===== src/rtl/crop_pkg.sv =====
// crop_pkg: shared FSM type and geometry helpers for image_crop_stream.
// Related build macro: CROP_TLAST_EN (handled in the interface and top files).
package crop_pkg;

  typedef enum logic [1:0] {
    IDLE  = 2'd0,
    RUN   = 2'd1,
    DRAIN = 2'd2,
    DONE  = 2'd3
  } state_t;

  // Counter width for a 0..n-1 range; never narrower than one bit.
  function automatic int cnt_w(input int n);
    return (n > 1) ? $clog2(n) : 1;
  endfunction

  function automatic int row_w(input int in_rows);
    return cnt_w(in_rows);
  endfunction

  function automatic int col_w(input int in_cols);
    return cnt_w(in_cols);
  endfunction

  // True when pos lies inside [first, first+len-1].
  function automatic logic in_span(input int pos, input int first, input int len);
    return (pos >= first) && (pos < first + len);
  endfunction

endpackage


===== src/rtl/image_crop_stream_if.sv =====
// image_crop_stream_if: one AXI-stream pixel channel (TDATA/TVALID/TREADY).
// With CROP_TLAST_EN defined the channel also carries TLAST.
interface image_crop_stream_if #(
  parameter int WIDTH = 16
) ();

  logic [WIDTH-1:0] TDATA;
  logic             TVALID;
  logic             TREADY;
`ifdef CROP_TLAST_EN
  logic             TLAST;

  modport master (output TDATA, TVALID, TLAST, input TREADY);
  modport slave  (input TDATA, TVALID, TLAST, output TREADY);
`else
  modport master (output TDATA, TVALID, input TREADY);
  modport slave  (input TDATA, TVALID, output TREADY);
`endif

endinterface


===== src/rtl/axis_reg_slice.sv =====
// axis_reg_slice: single-entry AXI-stream output register. The owner decides when
// to load (it only loads when the slot is empty or being emptied this cycle).
// An optional TLAST bit is carried as the top payload bit by the instantiating module.
module axis_reg_slice #(
  parameter int WIDTH = 16
) (
  input  logic             clk,
  input  logic             rst_n,
  input  logic             load,
  input  logic [WIDTH-1:0] in_data,
  input  logic             out_ready,
  output logic             out_valid,
  output logic [WIDTH-1:0] out_data
);

  // Capture a new beat on load; drop valid when the held beat leaves with no replacement.
  // NOTE: registers use <= so every flop samples pre-edge values, independent of block order.
  always_ff @(posedge clk or negedge rst_n) begin
    if (!rst_n) begin
      out_valid <= 1'b0;
      // NOTE: this single data register is reset so the bus reads 0 after reset; a deep
      // storage array would normally be left unreset.
      out_data  <= '0;
    end else if (load) begin
      out_valid <= 1'b1;
      out_data  <= in_data;
    end else if (out_ready) begin
      out_valid <= 1'b0;
    end
  end

endmodule


===== src/rtl/image_crop_stream.sv =====
// image_crop_stream: forwards the OUT_ROWS x OUT_COLS window at (Y_1, X_1) of a raster
// IN_ROWS x IN_COLS pixel stream, one frame per ap_start. Pixels are passed bit-exact.
// Build macro CROP_TLAST_EN adds crop_out TLAST on the final crop pixel.
module image_crop_stream
  import crop_pkg::*;
#(
  parameter int FP_TOTAL = 16,
  parameter int IN_ROWS  = 100,
  parameter int IN_COLS  = 160,
  parameter int OUT_ROWS = 48,
  parameter int OUT_COLS = 48,
  parameter int Y_1      = 10,
  parameter int X_1      = 10
) (
  input  logic                       ap_clk,
  input  logic                       ap_rst_n,
  input  logic                       ap_start,
  output logic                       ap_done,
  output logic                       ap_idle,
  output logic                       ap_ready,
  image_crop_stream_if.slave         img_in_V_data_0_V,
  image_crop_stream_if.master        crop_out_V_data_0_V
);

  localparam int ROW_W = row_w(IN_ROWS);
  localparam int COL_W = col_w(IN_COLS);
`ifdef CROP_TLAST_EN
  localparam int PAY_W = FP_TOTAL + 1;
`else
  localparam int PAY_W = FP_TOTAL;
`endif

  if (Y_1 + OUT_ROWS > IN_ROWS) begin : g_bad_rows
    $error("image_crop_stream: Y_1 + OUT_ROWS exceeds IN_ROWS");
  end
  if (X_1 + OUT_COLS > IN_COLS) begin : g_bad_cols
    $error("image_crop_stream: X_1 + OUT_COLS exceeds IN_COLS");
  end

  state_t             state, state_nx;
  logic [ROW_W-1:0]   row;
  logic [COL_W-1:0]   col;
  logic               in_win, last_row, last_col, in_fire, frame_end, load;
  logic               out_valid, out_ready;
  logic [PAY_W-1:0]   pay_in, pay_out;

  assign in_win    = in_span(int'(row), Y_1, OUT_ROWS) && in_span(int'(col), X_1, OUT_COLS);
  assign last_row  = (row == ROW_W'(IN_ROWS - 1));
  assign last_col  = (col == COL_W'(IN_COLS - 1));
  assign out_ready = crop_out_V_data_0_V.TREADY;

  // Out-of-window pixels are always accepted (and dropped); in-window ones wait for the slot.
  assign img_in_V_data_0_V.TREADY = (state == RUN) && (!in_win || !out_valid || out_ready);
  assign in_fire   = img_in_V_data_0_V.TVALID && img_in_V_data_0_V.TREADY;
  assign frame_end = in_fire && last_row && last_col;
  assign load      = in_fire && in_win;

`ifdef CROP_TLAST_EN
  assign pay_in = {in_win && (row == ROW_W'(Y_1 + OUT_ROWS - 1)) && (col == COL_W'(X_1 + OUT_COLS - 1)),
                   img_in_V_data_0_V.TDATA};
  assign crop_out_V_data_0_V.TDATA = pay_out[FP_TOTAL-1:0];
  assign crop_out_V_data_0_V.TLAST = pay_out[FP_TOTAL];
`else
  assign pay_in = img_in_V_data_0_V.TDATA;
  assign crop_out_V_data_0_V.TDATA = pay_out;
`endif
  assign crop_out_V_data_0_V.TVALID = out_valid;

  assign ap_idle  = (state == IDLE);
  assign ap_done  = (state == DONE);
  assign ap_ready = (state == DONE);

  // Raster position of the next input pixel; wraps to (0,0) after the last pixel of a frame.
  always_ff @(posedge ap_clk or negedge ap_rst_n) begin
    if (!ap_rst_n) begin
      row <= '0;
      col <= '0;
    end else if (in_fire) begin
      if (last_col) begin
        col <= '0;
        row <= last_row ? '0 : row + 1'b1;
      end else begin
        col <= col + 1'b1;
      end
    end
  end

  // Frame control state register.
  always_ff @(posedge ap_clk or negedge ap_rst_n) begin
    if (!ap_rst_n) state <= IDLE;
    else           state <= state_nx;
  end

  // Next state: DRAIN ends once the output slot is empty or emptying this cycle.
  always_comb begin
    // NOTE: the default assignment first means every path drives state_nx, so no latch.
    state_nx = state;
    unique case (state)
      IDLE:    if (ap_start) state_nx = RUN;
      RUN:     if (frame_end) state_nx = DRAIN;
      DRAIN:   if (!out_valid || out_ready) state_nx = DONE;
      DONE:    state_nx = IDLE;
      default: state_nx = IDLE;
    endcase
  end

  axis_reg_slice #(
    .WIDTH(PAY_W)
  ) u_out_reg (
    .clk      (ap_clk),
    .rst_n    (ap_rst_n),
    .load     (load),
    .in_data  (pay_in),
    .out_ready(out_ready),
    .out_valid(out_valid),
    .out_data (pay_out)
  );

endmodule


===== src/flat_wrapper.sv =====
// flat-port wrapper written by rule: the top's interface ports become plain ports
module image_crop_stream_flat import crop_pkg::*;
#(
  parameter int FP_TOTAL = 16,
  parameter int IN_ROWS  = 100,
  parameter int IN_COLS  = 160,
  parameter int OUT_ROWS = 48,
  parameter int OUT_COLS = 48,
  parameter int Y_1      = 10,
  parameter int X_1      = 10
)
  (ap_clk, ap_rst_n, ap_start, ap_done, ap_idle, ap_ready, img_in_V_data_0_V_TDATA, img_in_V_data_0_V_TVALID, img_in_V_data_0_V_TREADY, crop_out_V_data_0_V_TDATA, crop_out_V_data_0_V_TVALID, crop_out_V_data_0_V_TREADY);
  image_crop_stream_if #(.WIDTH((16))) img_in_V_data_0_V_i ();
  image_crop_stream_if #(.WIDTH((16))) crop_out_V_data_0_V_i ();
  input  logic ap_clk;
  input  logic ap_rst_n;
  input  logic ap_start;
  output logic ap_done;
  output logic ap_idle;
  output logic ap_ready;
  input wire logic [$bits(img_in_V_data_0_V_i.TDATA)-1:0] img_in_V_data_0_V_TDATA;
  input wire logic [$bits(img_in_V_data_0_V_i.TVALID)-1:0] img_in_V_data_0_V_TVALID;
  output wire logic [$bits(img_in_V_data_0_V_i.TREADY)-1:0] img_in_V_data_0_V_TREADY;
  output wire logic [$bits(crop_out_V_data_0_V_i.TDATA)-1:0] crop_out_V_data_0_V_TDATA;
  output wire logic [$bits(crop_out_V_data_0_V_i.TVALID)-1:0] crop_out_V_data_0_V_TVALID;
  input wire logic [$bits(crop_out_V_data_0_V_i.TREADY)-1:0] crop_out_V_data_0_V_TREADY;
  assign img_in_V_data_0_V_i.TDATA = img_in_V_data_0_V_TDATA;
  assign img_in_V_data_0_V_i.TVALID = img_in_V_data_0_V_TVALID;
  assign img_in_V_data_0_V_TREADY = img_in_V_data_0_V_i.TREADY;
  assign crop_out_V_data_0_V_TDATA = crop_out_V_data_0_V_i.TDATA;
  assign crop_out_V_data_0_V_TVALID = crop_out_V_data_0_V_i.TVALID;
  assign crop_out_V_data_0_V_i.TREADY = crop_out_V_data_0_V_TREADY;
  image_crop_stream #(.FP_TOTAL(FP_TOTAL), .IN_ROWS(IN_ROWS), .IN_COLS(IN_COLS), .OUT_ROWS(OUT_ROWS), .OUT_COLS(OUT_COLS), .Y_1(Y_1), .X_1(X_1)) u_core (.ap_clk(ap_clk), .ap_rst_n(ap_rst_n), .ap_start(ap_start), .ap_done(ap_done), .ap_idle(ap_idle), .ap_ready(ap_ready), .img_in_V_data_0_V(img_in_V_data_0_V_i), .crop_out_V_data_0_V(crop_out_V_data_0_V_i));
endmodule

===== config.mk =====
export PLATFORM = sky130hd
export DESIGN_NAME = image_crop_stream_flat
export DESIGN_NICKNAME = d
export VERILOG_FILES = /design/src/rtl/crop_pkg.sv /design/src/rtl/image_crop_stream_if.sv /design/src/rtl/axis_reg_slice.sv /design/src/rtl/image_crop_stream.sv /design/src/flat_wrapper.sv
export SDC_FILE = /design/constraint.sdc
export NUM_CORES = 1
export LEC_CHECK = 0
export ABC_AREA = 1
export BUFFER_PORTS_ARGS = -buffer_cell sky130_fd_sc_hd__buf_2
export CORE_MARGIN = 2
export CORE_UTILIZATION = 53
export CTS_CLUSTER_SIZE = 30
export DETAILED_ROUTE_END_ITERATION = 8
export GPL_TIMING_DRIVEN = 1
export PLACE_DENSITY = 0.78
export SLEW_MARGIN = 20
export SYNTH_ARGS = -nofsm -noshare
export SYNTH_HDL_FRONTEND = slang
export SYNTH_HIERARCHICAL = 1
export SYNTH_SLANG_ARGS = --single-unit

===== constraint.sdc =====
create_clock -name ap_clk -period 2.4 [get_ports ap_clk]
set_input_delay 0.48 -clock ap_clk [delete_from_list [all_inputs] [get_ports ap_clk]]
set_output_delay 0.48 -clock ap_clk [all_outputs]
set_load 0.005 [all_outputs]

==> metrics, run 1 <==
IO buf count=41; # DRC=0; dominant synthesized flop cell=dfrtp_1; ys async rst share=1.00; root buffer cell=clkbuf_4; Avg WL per Cell=11.1 um; Setup crit start kind=flip-flop; min-delay worst type=in2async; Synth Area in Compound Gates=0.0626; part of the Yosys area used for sequential elements=0.458; Max-Cap Viols=0; Routed Antenna Nets=0; layout cell share with drive strength beyond 1=0.278; first drt pass iteration count=4; fin nets=295; synth unique cells=35; CP endpoint kind=primary output; Die H=63.2 um; Critical Path AT=1.70 ns; H-tree level count=2; Post-Synth Simple-Gate Area=0.306; worst setup path class=reg2out; largest net degree at the start of global routing=35; initial core utilization=0.552; Slew Limit Fails=0; die area=4000 um2; routed vias/inst=4.88; Critical-path top delay cell=dfrtp_1; Required @ worst endpoint=1.92 ns; reg2reg setup slack=0.29 ns; P_leak=1.21 nW; hold buffers post-CTS=0; vias in the first global route=1,466; peak fanout along the critical path=4; Die X=63.2 um; RSZ-0062 raised after global routing=false; P per Cell Area=772 nW/um2; hpwl dp=2.69 mm; FF-to-FF End=u_core/u_out_reg/out_data[12]; crit-path cells=inv_1 > ha_1 > inv_1 > nand2_1 > nand2_1 > nand2_1 > nand2_1 > nor2_2 > a21oi_4 > buf_2; commonest cells after routing, fill and taps aside=nand2_1 (79), buf_2 (41), dfrtp_1 (34), inv_1 (24), nor2_1 (10); worst setup margin=0.223 ns; commonest non-fill, non-tap cell in the layout=nand2_1; Synthesis Warnings=6; r2r startpoint=u_core/row[0]; setup TNS=0 ns; Final Instance Area=2170 um2; Util after Layout=0.646; Final GP Congestion=0.871; multiplexer share of the synthesized area=0; Setup-failing EPs final=0; first-pass GRT wire length=6.34 mm; Final Hold Slack=0.199 ns; Final Power=1.68 mW; crit share post-route=0.907; area delta synth->final=17.0%; clock sink count=34; final cell count without fillers=312; Synth Register Bits=34; Post-Syn Instances=220; Crit path top cell by count=nand2_1; Slew HR=0.519; XOR/XNOR share of the synthesized area=0.0283; skew final=0.00704 ns; Slew @ Worst Pin=0.722 ns; Final min period=2.18 ns; clock tree buffer depth=2; total number of vias=1,524; fmax=459 MHz; Clock Latency Late Sink=0.33 ns; placed inst area=2080 um2; dpl ws=0.250 ns; Max VDD drop=508 uV; floorplan row count=21; CTS clock-pin slew for the worst setup and hold paths=0.10 ns; Total GRT Usage=0.206; initial antenna violation count=0; gr ovfl total=0; main combinational cell family by area after synthesis=simple AND/OR/NAND/NOR gates; syn nets=249; Post-synth EDFFs=0; Initial DRC Count=85; Mapped Avg Cell Area=8.45 um2; CTS tree=built; Ports=42; core area=3360 um2; CTS Buf Count=5; status=completed; mapped cell area=1860 um2; final wirelength=3.46 mm; CP peak stage delay=0.43 ns; Synth Area in Adders=0.0539; final hold vios=0; r2r worst-path depth=16; Placed Instances=304; antenna cells=0
synthesized netlist by cell type, types with 2 or more instances:
master   instances  area [um2]
inv_1           25        93.8
nand2_2          6        37.5
nand3_1          9        45.0
o21ai_0          7        35.0
nor3_1           4        20.0
nor4_1           2        12.5
nand2_1         79         297
o21ai_1          2        10.0
inv_2            3        11.3
ha_1             8         100
nand4_1          3        18.8
xor2_1           6        52.6
nor2_2           2        12.5
nor2_1          10        37.5
dfrtp_1         34         851
final cells by class:
class	count	area [um2]
Timing Repair Buffer	43	220
Clock buffer	6	51.3
Fill cell	313	1190
Inverter	30	126
Multi-Input combinational cell	152	837
Sequential cell	34	851
Clock inverter	1	30.0
Tap cell	46	57.6
critical path, delay by kind of cell (launching register included):
family / cells / cell delay, ns
AOI/OAI and AO/OA: 1 / 0.09
buffers and inverters: 3 / 0.29
and+or+nand+nor: 5 / 0.40
adders and majority gates: 1 / 0.15
DFF: 1 / 0.43
metal layers:
layer	global-route usage	wire length (um)	up-vias
met5	0	0	-
met4	0.0652	37	0
met3	0.0750	200	4
met2	0.338	1730	38
met1	0.253	1480	708
li1	-	-	774
registers in the layout, indices dropped and copies added (netlist names):
signal and count:
u_core/u_out_reg/out_data 16, u_core/col 8, u_core/row 7, u_core/state 2
u_core/u_out_reg/out_valid 1
worst max path at each step:
stage | start | end | slack, ns | cells past startpoint
global route | u_core/row[0] | img_in_V_data_0_V_TREADY | 0.06 | 10
global placement | u_core/row[0] | u_core/u_out_reg/out_data[7] | 0.33 | 16
CTS | u_core/col[0] | img_in_V_data_0_V_TREADY | 0.20 | 10
detailed placement | u_core/row[0] | u_core/u_out_reg/out_data[12] | 0.25 | 16
finish | u_core/row[0] | img_in_V_data_0_V_TREADY | 0.22 | 10
floorplan | u_core/row[0] | u_core/u_out_reg/out_data[10] | 0.51 | 18
timing repair:
item                       CTS  global route
buffers inserted             0             1
resized for setup            0             1
setup endpoints to repair    0             9
cell families (layout without fill, tap and decap cells):
kind of cell	count (synthesis)	after routing
flip-flops	34	34
XOR/XNOR	6	6
AO/OA/AOI/OAI	16	16
adder cells (fa/ha/maj)	8	8
AND/OR/NAND/NOR	122	122
buffers and inverters	34	80
power by group:
| part | internal, mW | switching, mW |
|---|---|---|
| clock network | 0.243 | 0.184 |
| registers | 0.656 | 0.0952 |
| logic | 0.206 | 0.293 |
(Power assumes the default switching activity.)
==> run 2: changes to the inputs <==
--- a/config.mk
+++ b/config.mk
@@ -5,10 +5,10 @@
 export SDC_FILE = /design/constraint.sdc
 export NUM_CORES = 1
 export LEC_CHECK = 0
-export ABC_AREA = 1
 export BUFFER_PORTS_ARGS = -buffer_cell sky130_fd_sc_hd__buf_2
+export CORE_ASPECT_RATIO = 1.75
 export CORE_MARGIN = 2
-export CORE_UTILIZATION = 53
+export CORE_UTILIZATION = 52
 export CTS_CLUSTER_SIZE = 30
 export DETAILED_ROUTE_END_ITERATION = 8
 export GPL_TIMING_DRIVEN = 1
==> metrics, run 2 <==
status=completed; Synth Register Bits=34 (unchanged); Final Power=1.45 mW (-14%); Psw=0.426 mW (-26%); # DRC=0 (unchanged); initial antenna violation count=0 (unchanged); P per Cell Area=693 nW/um2 (-10%); Synth Area in Compound Gates=0.0910 (+0.0284); CTS Buf Count=5 (unchanged); PostCTS Resize Cnt=0 (unchanged); Slew HR=0.495 (-0.0237); min-delay worst type=in2async; Clock Power Share=0.371 (+0.117); total number of vias=1,278 (-16%); layout cell share with drive strength beyond 1=0.411 (+0.132); mapped cell area=1730 um2 (-6.8%); commonest cells after routing, fill and taps aside=buf_2 (41), dfrtp_1 (34), mux2_2 (9), mux2_4 (9); cell with the most instances after synthesis=dfrtp_1; Comb power frac=0.127 (-0.171); post-synth top area share=0.491 (+0.0334); max reg flops=16 (unchanged); CP endpoint kind=flip-flop; dpl ws=0.208 ns (-0.0428 ns); synth unique cells=37 (+5.7%); Critical Path AT=2.41 ns (+0.71 ns); P_leak=1.10 nW (-9.3%); main combinational cell family by area after synthesis=multiplexers; Routed Antenna Nets=0 (unchanged); Final GP Congestion=0.835 (-4.2%); area delta synth->final=20.9%; IO buf count=41 (unchanged); largest net degree at the start of global routing=35 (unchanged); multiplexer share of the synthesized area=0.155 (+0.155); first-pass GRT wire length=6.29 mm (-0.77%); syn nets=170 (-32%); Synth Area in Adders=0.0578 (+0.00393); ys async rst share=1.00 (unchanged); Total GRT Usage=0.239 (+0.0328); hpwl dp=2.75 mm (+2.0%); Die H=80.3 um (+27%); synth top area cells=dfrtp_1 (49%), mux2_4 (7.8%), mux2_2 (5.9%); Internal Power=1.02 mW (-7.3%); H-tree level count=2 (unchanged); Setup-failing EPs final=0 (unchanged); Initial DRC Count=24 (-72%); worst setup path class=reg2reg; biggest regs=u_core/u_out_reg/out_data (16), u_core/col (8), u_core/row (7); die area=3830 um2 (-4.2%); Slew Limit Fails=0 (unchanged); Post-Syn Instances=141 (-36%); XOR/XNOR share of the synthesized area=0.0253 (-0.00299); clock tree buffer depth=2 (unchanged); final hold vios=0 (unchanged); commonest non-fill, non-tap cell in the layout=buf_2; skew final=0.00586 ns (-0.00118 ns); core area=3180 um2 (-5.6%); Synthesis Warnings=6 (unchanged); CTS clock-pin slew for the worst setup and hold paths=0.07 ns (-0.03 ns); Max VDD drop=526 uV (+3.4%); Max-Cap Viols=0 (unchanged); Ports=42 (unchanged); Final min period=2.23 ns (+0.0548 ns); gr ovfl total=0 (unchanged); vias in the first global route=1,352 (-7.8%); register with the most flip-flops=u_core/u_out_reg/out_data; Post-Synth Simple-Gate Area=0.140 (-0.166); antenna cells=0 (unchanged); final wirelength=3.83 mm (+11%); peak fanout along the critical path=7 (+3); cell taking the most area after synthesis=dfrtp_1; clock sink count=34 (unchanged); Setup crit start kind=flip-flop; CTS tree=built; floorplan row count=27 (+29%); worst setup margin=0.168 ns (-0.0548 ns); final cell count without fillers=233 (-25%); setup bufs post-CTS=0 (unchanged); Util after Layout=0.659 (+0.0130); hold buffers post-CTS=0 (unchanged); RSZ-0062 raised after global routing=false; setup TNS=0 ns (unchanged); Post-synth top cells=dfrtp_1 (34), mux2_2 (9), mux2_4 (9), ha_1 (8), inv_1 (8); fin nets=218 (-26%); dominant synthesized flop cell=dfrtp_1; initial core utilization=0.545 (-0.00714); crit share post-route=0.930 (+0.0228); fmax=448 MHz (-2.5%); routed vias/inst=5.48 (+12%); Slew @ Worst Pin=0.757 ns (+0.0355 ns); Post-synth EDFFs=0 (unchanged); Mapped Avg Cell Area=12.3 um2 (+45%); Required @ worst endpoint=2.58 ns (+0.66 ns); switching share of power=0.294 (-0.0477); Avg WL per Cell=16.5 um (+49%); first drt pass iteration count=6 (+2); Die X=47.6 um (-25%); root buffer cell=clkbuf_8; part of the Yosys area used for sequential elements=0.491 (+0.0334); Placed Instances=225 (-26%); Reg power frac=0.502 (+0.054); Clock Latency Late Sink=0.30 ns (-0.03 ns)
## run 2: layout make-up
| type | count | area (um2) |
|---|---|---|
| clock buffers | 5 | 68.8 |
| clock inverters | 3 | 45.0 |
| fillers | 282 | 1080 |
| inverters | 8 | 30.0 |
| multi-input cells | 96 | 817 |
| flip-flops and latches | 34 | 851 |
| well taps | 43 | 53.8 |
| repair buffers | 44 | 228 |
## run 2: power groups by stage
| stage | clock [mW] | combinational, mW | sequential, mW |
|---|---|---|---|
| after floorplan | 0 | 0.130 | 0.712 |
| after global routing | 0.572 | 0.209 | 0.738 |
| after CTS | 0.549 | 0.185 | 0.724 |
| after detailed placement | 0 | 0.186 | 0.735 |
| after global placement | 0 | 0.173 | 0.733 |
| final | 0.538 | 0.184 | 0.728 |
## run 2: per-stage QoR
stage | cell area, um2 | hold WS [ns]
final | 2090 | 0.250
after global routing | 2090 | 0.310
after CTS | 2090 | 0.261
after detailed placement | 1980 | 0.491
after global placement | 1980 | 0.485
after floorplan | 1730 | 0.184
## run 2: kinds of logic after synthesis
family                     Yosys count
buffers and inverters               11
adders and majority gates            8
AOI/OAI and AO/OA                   21
muxes                               21
DFF                                 34
and+or+nand+nor                     41
xor gates and xnor gates             5
## run 2: metal layers
metal | global-route usage | wire, um | up-vias
li1 | - | - | 601
met1 | 0.240 | 1380 | 637
met2 | 0.424 | 2220 | 31
met3 | 0.0629 | 134 | 9
met4 | 0.111 | 94 | 0
met5 | 0 | 0 | -
## run 2: worst max-delay path: stages, from the launching register on
cell	delay, ns
dfrtp_1	0.48
ha_1	0.28
and3b_1	0.17
and3_1	0.28
nand3_1	0.14
a222oi_1	0.40
mux2_1	0.38
## run 2: worst paths after layout
kind,startpoint,end,slack [ns],cells past startpoint
max in group asynchronous,ap_rst_n,u_core/col[4],1.67,1
worst max-delay path,u_core/row[1],u_core/state[1],0.17,6
min in group ap_clk,img_in_V_data_0_V_TDATA[10],u_core/u_out_reg/out_data[10],0.41,2
worst min register to register,u_core/u_out_reg/out_data[2],u_core/u_out_reg/out_data[2],0.50,1
worst min-delay path,ap_rst_n,u_core/row[6],0.25,1
worst max register to register,u_core/row[1],u_core/state[1],0.17,6
==> run 3: changes to the inputs <==
--- a/config.mk
+++ b/config.mk
@@ -8,11 +8,12 @@
 export BUFFER_PORTS_ARGS = -buffer_cell sky130_fd_sc_hd__buf_2
 export CORE_ASPECT_RATIO = 1.75
 export CORE_MARGIN = 2
-export CORE_UTILIZATION = 52
+export CORE_UTILIZATION = 55
+export CTS_BUF_LIST = sky130_fd_sc_hd__clkbuf_4 sky130_fd_sc_hd__clkbuf_8
 export CTS_CLUSTER_SIZE = 30
 export DETAILED_ROUTE_END_ITERATION = 8
 export GPL_TIMING_DRIVEN = 1
-export PLACE_DENSITY = 0.78
+export PLACE_DENSITY = 0.82
 export SLEW_MARGIN = 20
 export SYNTH_ARGS = -nofsm -noshare
 export SYNTH_HDL_FRONTEND = slang
==> metrics, run 3 (synthesis results as in run 2) <==
Required @ worst endpoint=1.92 ns (-0.66 ns); Top Usage Layer GRT=met2; Slew Limit Fails=0 (unchanged); initial core utilization=0.563 (+0.0180); skew final=0.00360 ns (-0.00226 ns); biggest regs=u_core/u_out_reg/out_data (16), u_core/col (8), u_core/row (7); floorplan row count=27 (unchanged); Slew @ Worst Pin=0.717 ns (-0.0405 ns); initial antenna violation count=0 (unchanged); Initial DRC Count=25 (+4.2%); # DRC=0 (unchanged); status=completed; Routed Antenna Nets=0 (unchanged); setup TNS=0 ns (unchanged); Util after Layout=0.670 (+0.0103); layout cell share with drive strength beyond 1=0.407 (-0.00312); CTS Buf Count=5 (unchanged); Filler cells=226 (-20%); Max-Cap Viols=0 (unchanged); Total GRT Usage=0.207 (-0.0320); met2 usage=0.361 (-0.0632); Die H=78.2 um (-2.6%); commonest cells after routing, fill and taps aside=buf_2 (41), dfrtp_1 (34), mux2_2 (9), mux2_4 (9); hold buffers post-CTS=0 (unchanged); first drt pass iteration count=6 (unchanged); first-pass GRT wire length=5.37 mm (-15%); total number of vias=1,267 (-0.86%); register with the most flip-flops=u_core/u_out_reg/out_data; clock sink count=34 (unchanged); IO buf count=41 (unchanged); H-tree level count=2 (unchanged); fin nets=218 (unchanged); met1 track demand over resource=0.202 (-0.0377); core area=3070 um2 (-3.2%); Max VDD drop=533 uV (+1.4%); CTS tree=built; gr ovfl total=0 (unchanged); Ports=42 (unchanged); grt met3 use=0.0736 (+0.0106); Avg WL per Cell=14.3 um (-13%); final hold vios=0 (unchanged); worst setup path class=reg2out; largest net degree at the start of global routing=35 (unchanged); fmax=443 MHz (-1.2%); Critical Path AT=1.78 ns (-0.63 ns); max reg flops=16 (unchanged); vias in the first global route=1,255 (-7.2%); crit share post-route=0.941 (+0.0114); hpwl dp=2.52 mm (-8.2%); reg2reg setup slack=0.22 ns (+0.05 ns); min-delay worst type=in2async; CP endpoint kind=primary output; area delta synth->final=18.9%; Clock Latency Late Sink=0.28 ns (-0.02 ns); P_leak=1.09 nW (-0.66%); antenna cells=0 (unchanged); die area=3630 um2 (-5.1%); Die X=46.4 um (-2.5%); clock tree buffer depth=2 (unchanged); Final GP Congestion=0.816 (-2.3%); final wirelength=3.33 mm (-13%); commonest non-fill, non-tap cell in the layout=buf_2; routed vias/inst=5.46 (-0.43%); P per Cell Area=628 nW/um2 (-9.3%); peak fanout along the critical path=7 (unchanged); root buffer cell=clkbuf_8; CTS clock-pin slew for the worst setup and hold paths=0.06 ns (about the same); Setup crit start kind=flip-flop; Setup-failing EPs final=0 (unchanged); Slew HR=0.522 (+0.0270); RSZ-0062 raised after global routing=false; Final min period=2.26 ns (+0.0273 ns)
run 3: changes by cell type in the layout (fill, tap and decap cells not counted), sizes merged:
cell,previous run,this run
clkinv,0,2
clkinvlp,2,0
bufinv,1,0
run 3: cell type report:
type                            count  area [um2]  area share
Clock inverter                      2        10.0     0.00486
Multi-Input combinational cell     96         817       0.397
Inverter                            8        30.0      0.0146
Clock buffer                        5        68.8      0.0334
Sequential cell                    34         851       0.413
Timing Repair Buffer               44         228       0.111
Tap cell                           43        53.8      0.0261
run 3: worst max-delay path: stages (launching register included):
cell,delay (ns)
dfrtp_1,0.45
ha_1,0.22
o31ai_1,0.28
a22oi_1,0.19
a41oi_1,0.21
buf_2,0.15
run 3: layer usage:
layer	share of wire	routed length [um]
met5	0	0
met4	0.026	85
met3	0.057	190
met2	0.54	1800
met1	0.38	1250
run 3: through the flow:
stage | setup slack, ns | cells | area (um2) | total power [mW] | hold WS [ns]
floorplan | 0.456 | 141 | 1730 | 0.842 | 0.184
global placement | 0.361 | 224 | 1970 | 0.902 | 0.486
detailed placement | 0.244 | 224 | 1970 | 0.919 | 0.488
CTS | 0.100 | 231 | 2050 | 1.31 | 0.271
global route | 0.0258 | 232 | 2060 | 1.37 | 0.307
finish | 0.141 | 232 | 2060 | 1.29 | 0.246
run 3: final timing paths:
check / from / endpoint / depth (start not counted)
hold / removal: ap_rst_n / u_core/u_out_reg/out_data[9] / 1
min in group ap_clk: img_in_V_data_0_V_TDATA[14] / u_core/u_out_reg/out_data[14] / 2
hold reg to reg: u_core/u_out_reg/out_data[15] / u_core/u_out_reg/out_data[15] / 1
max in group asynchronous: ap_rst_n / u_core/col[6] / 1
setup / recovery: u_core/row[1] / img_in_V_data_0_V_TREADY / 5
setup reg to reg: u_core/row[1] / u_core/u_out_reg/out_data[13] / 7
run 3: timing repair:
item / in CTS / in global routing
buffers inserted: 0 / 1
resized for setup: 0 / 0
setup endpoints to repair: 0 / 1
run 3: where the power goes:
| group | internal (mW) | switching, mW |
|---|---|---|
| combinational | 0.0888 | 0.0911 |
| sequential | 0.626 | 0.102 |
| clock | 0.194 | 0.190 |
| total | 0.909 | 0.383 |
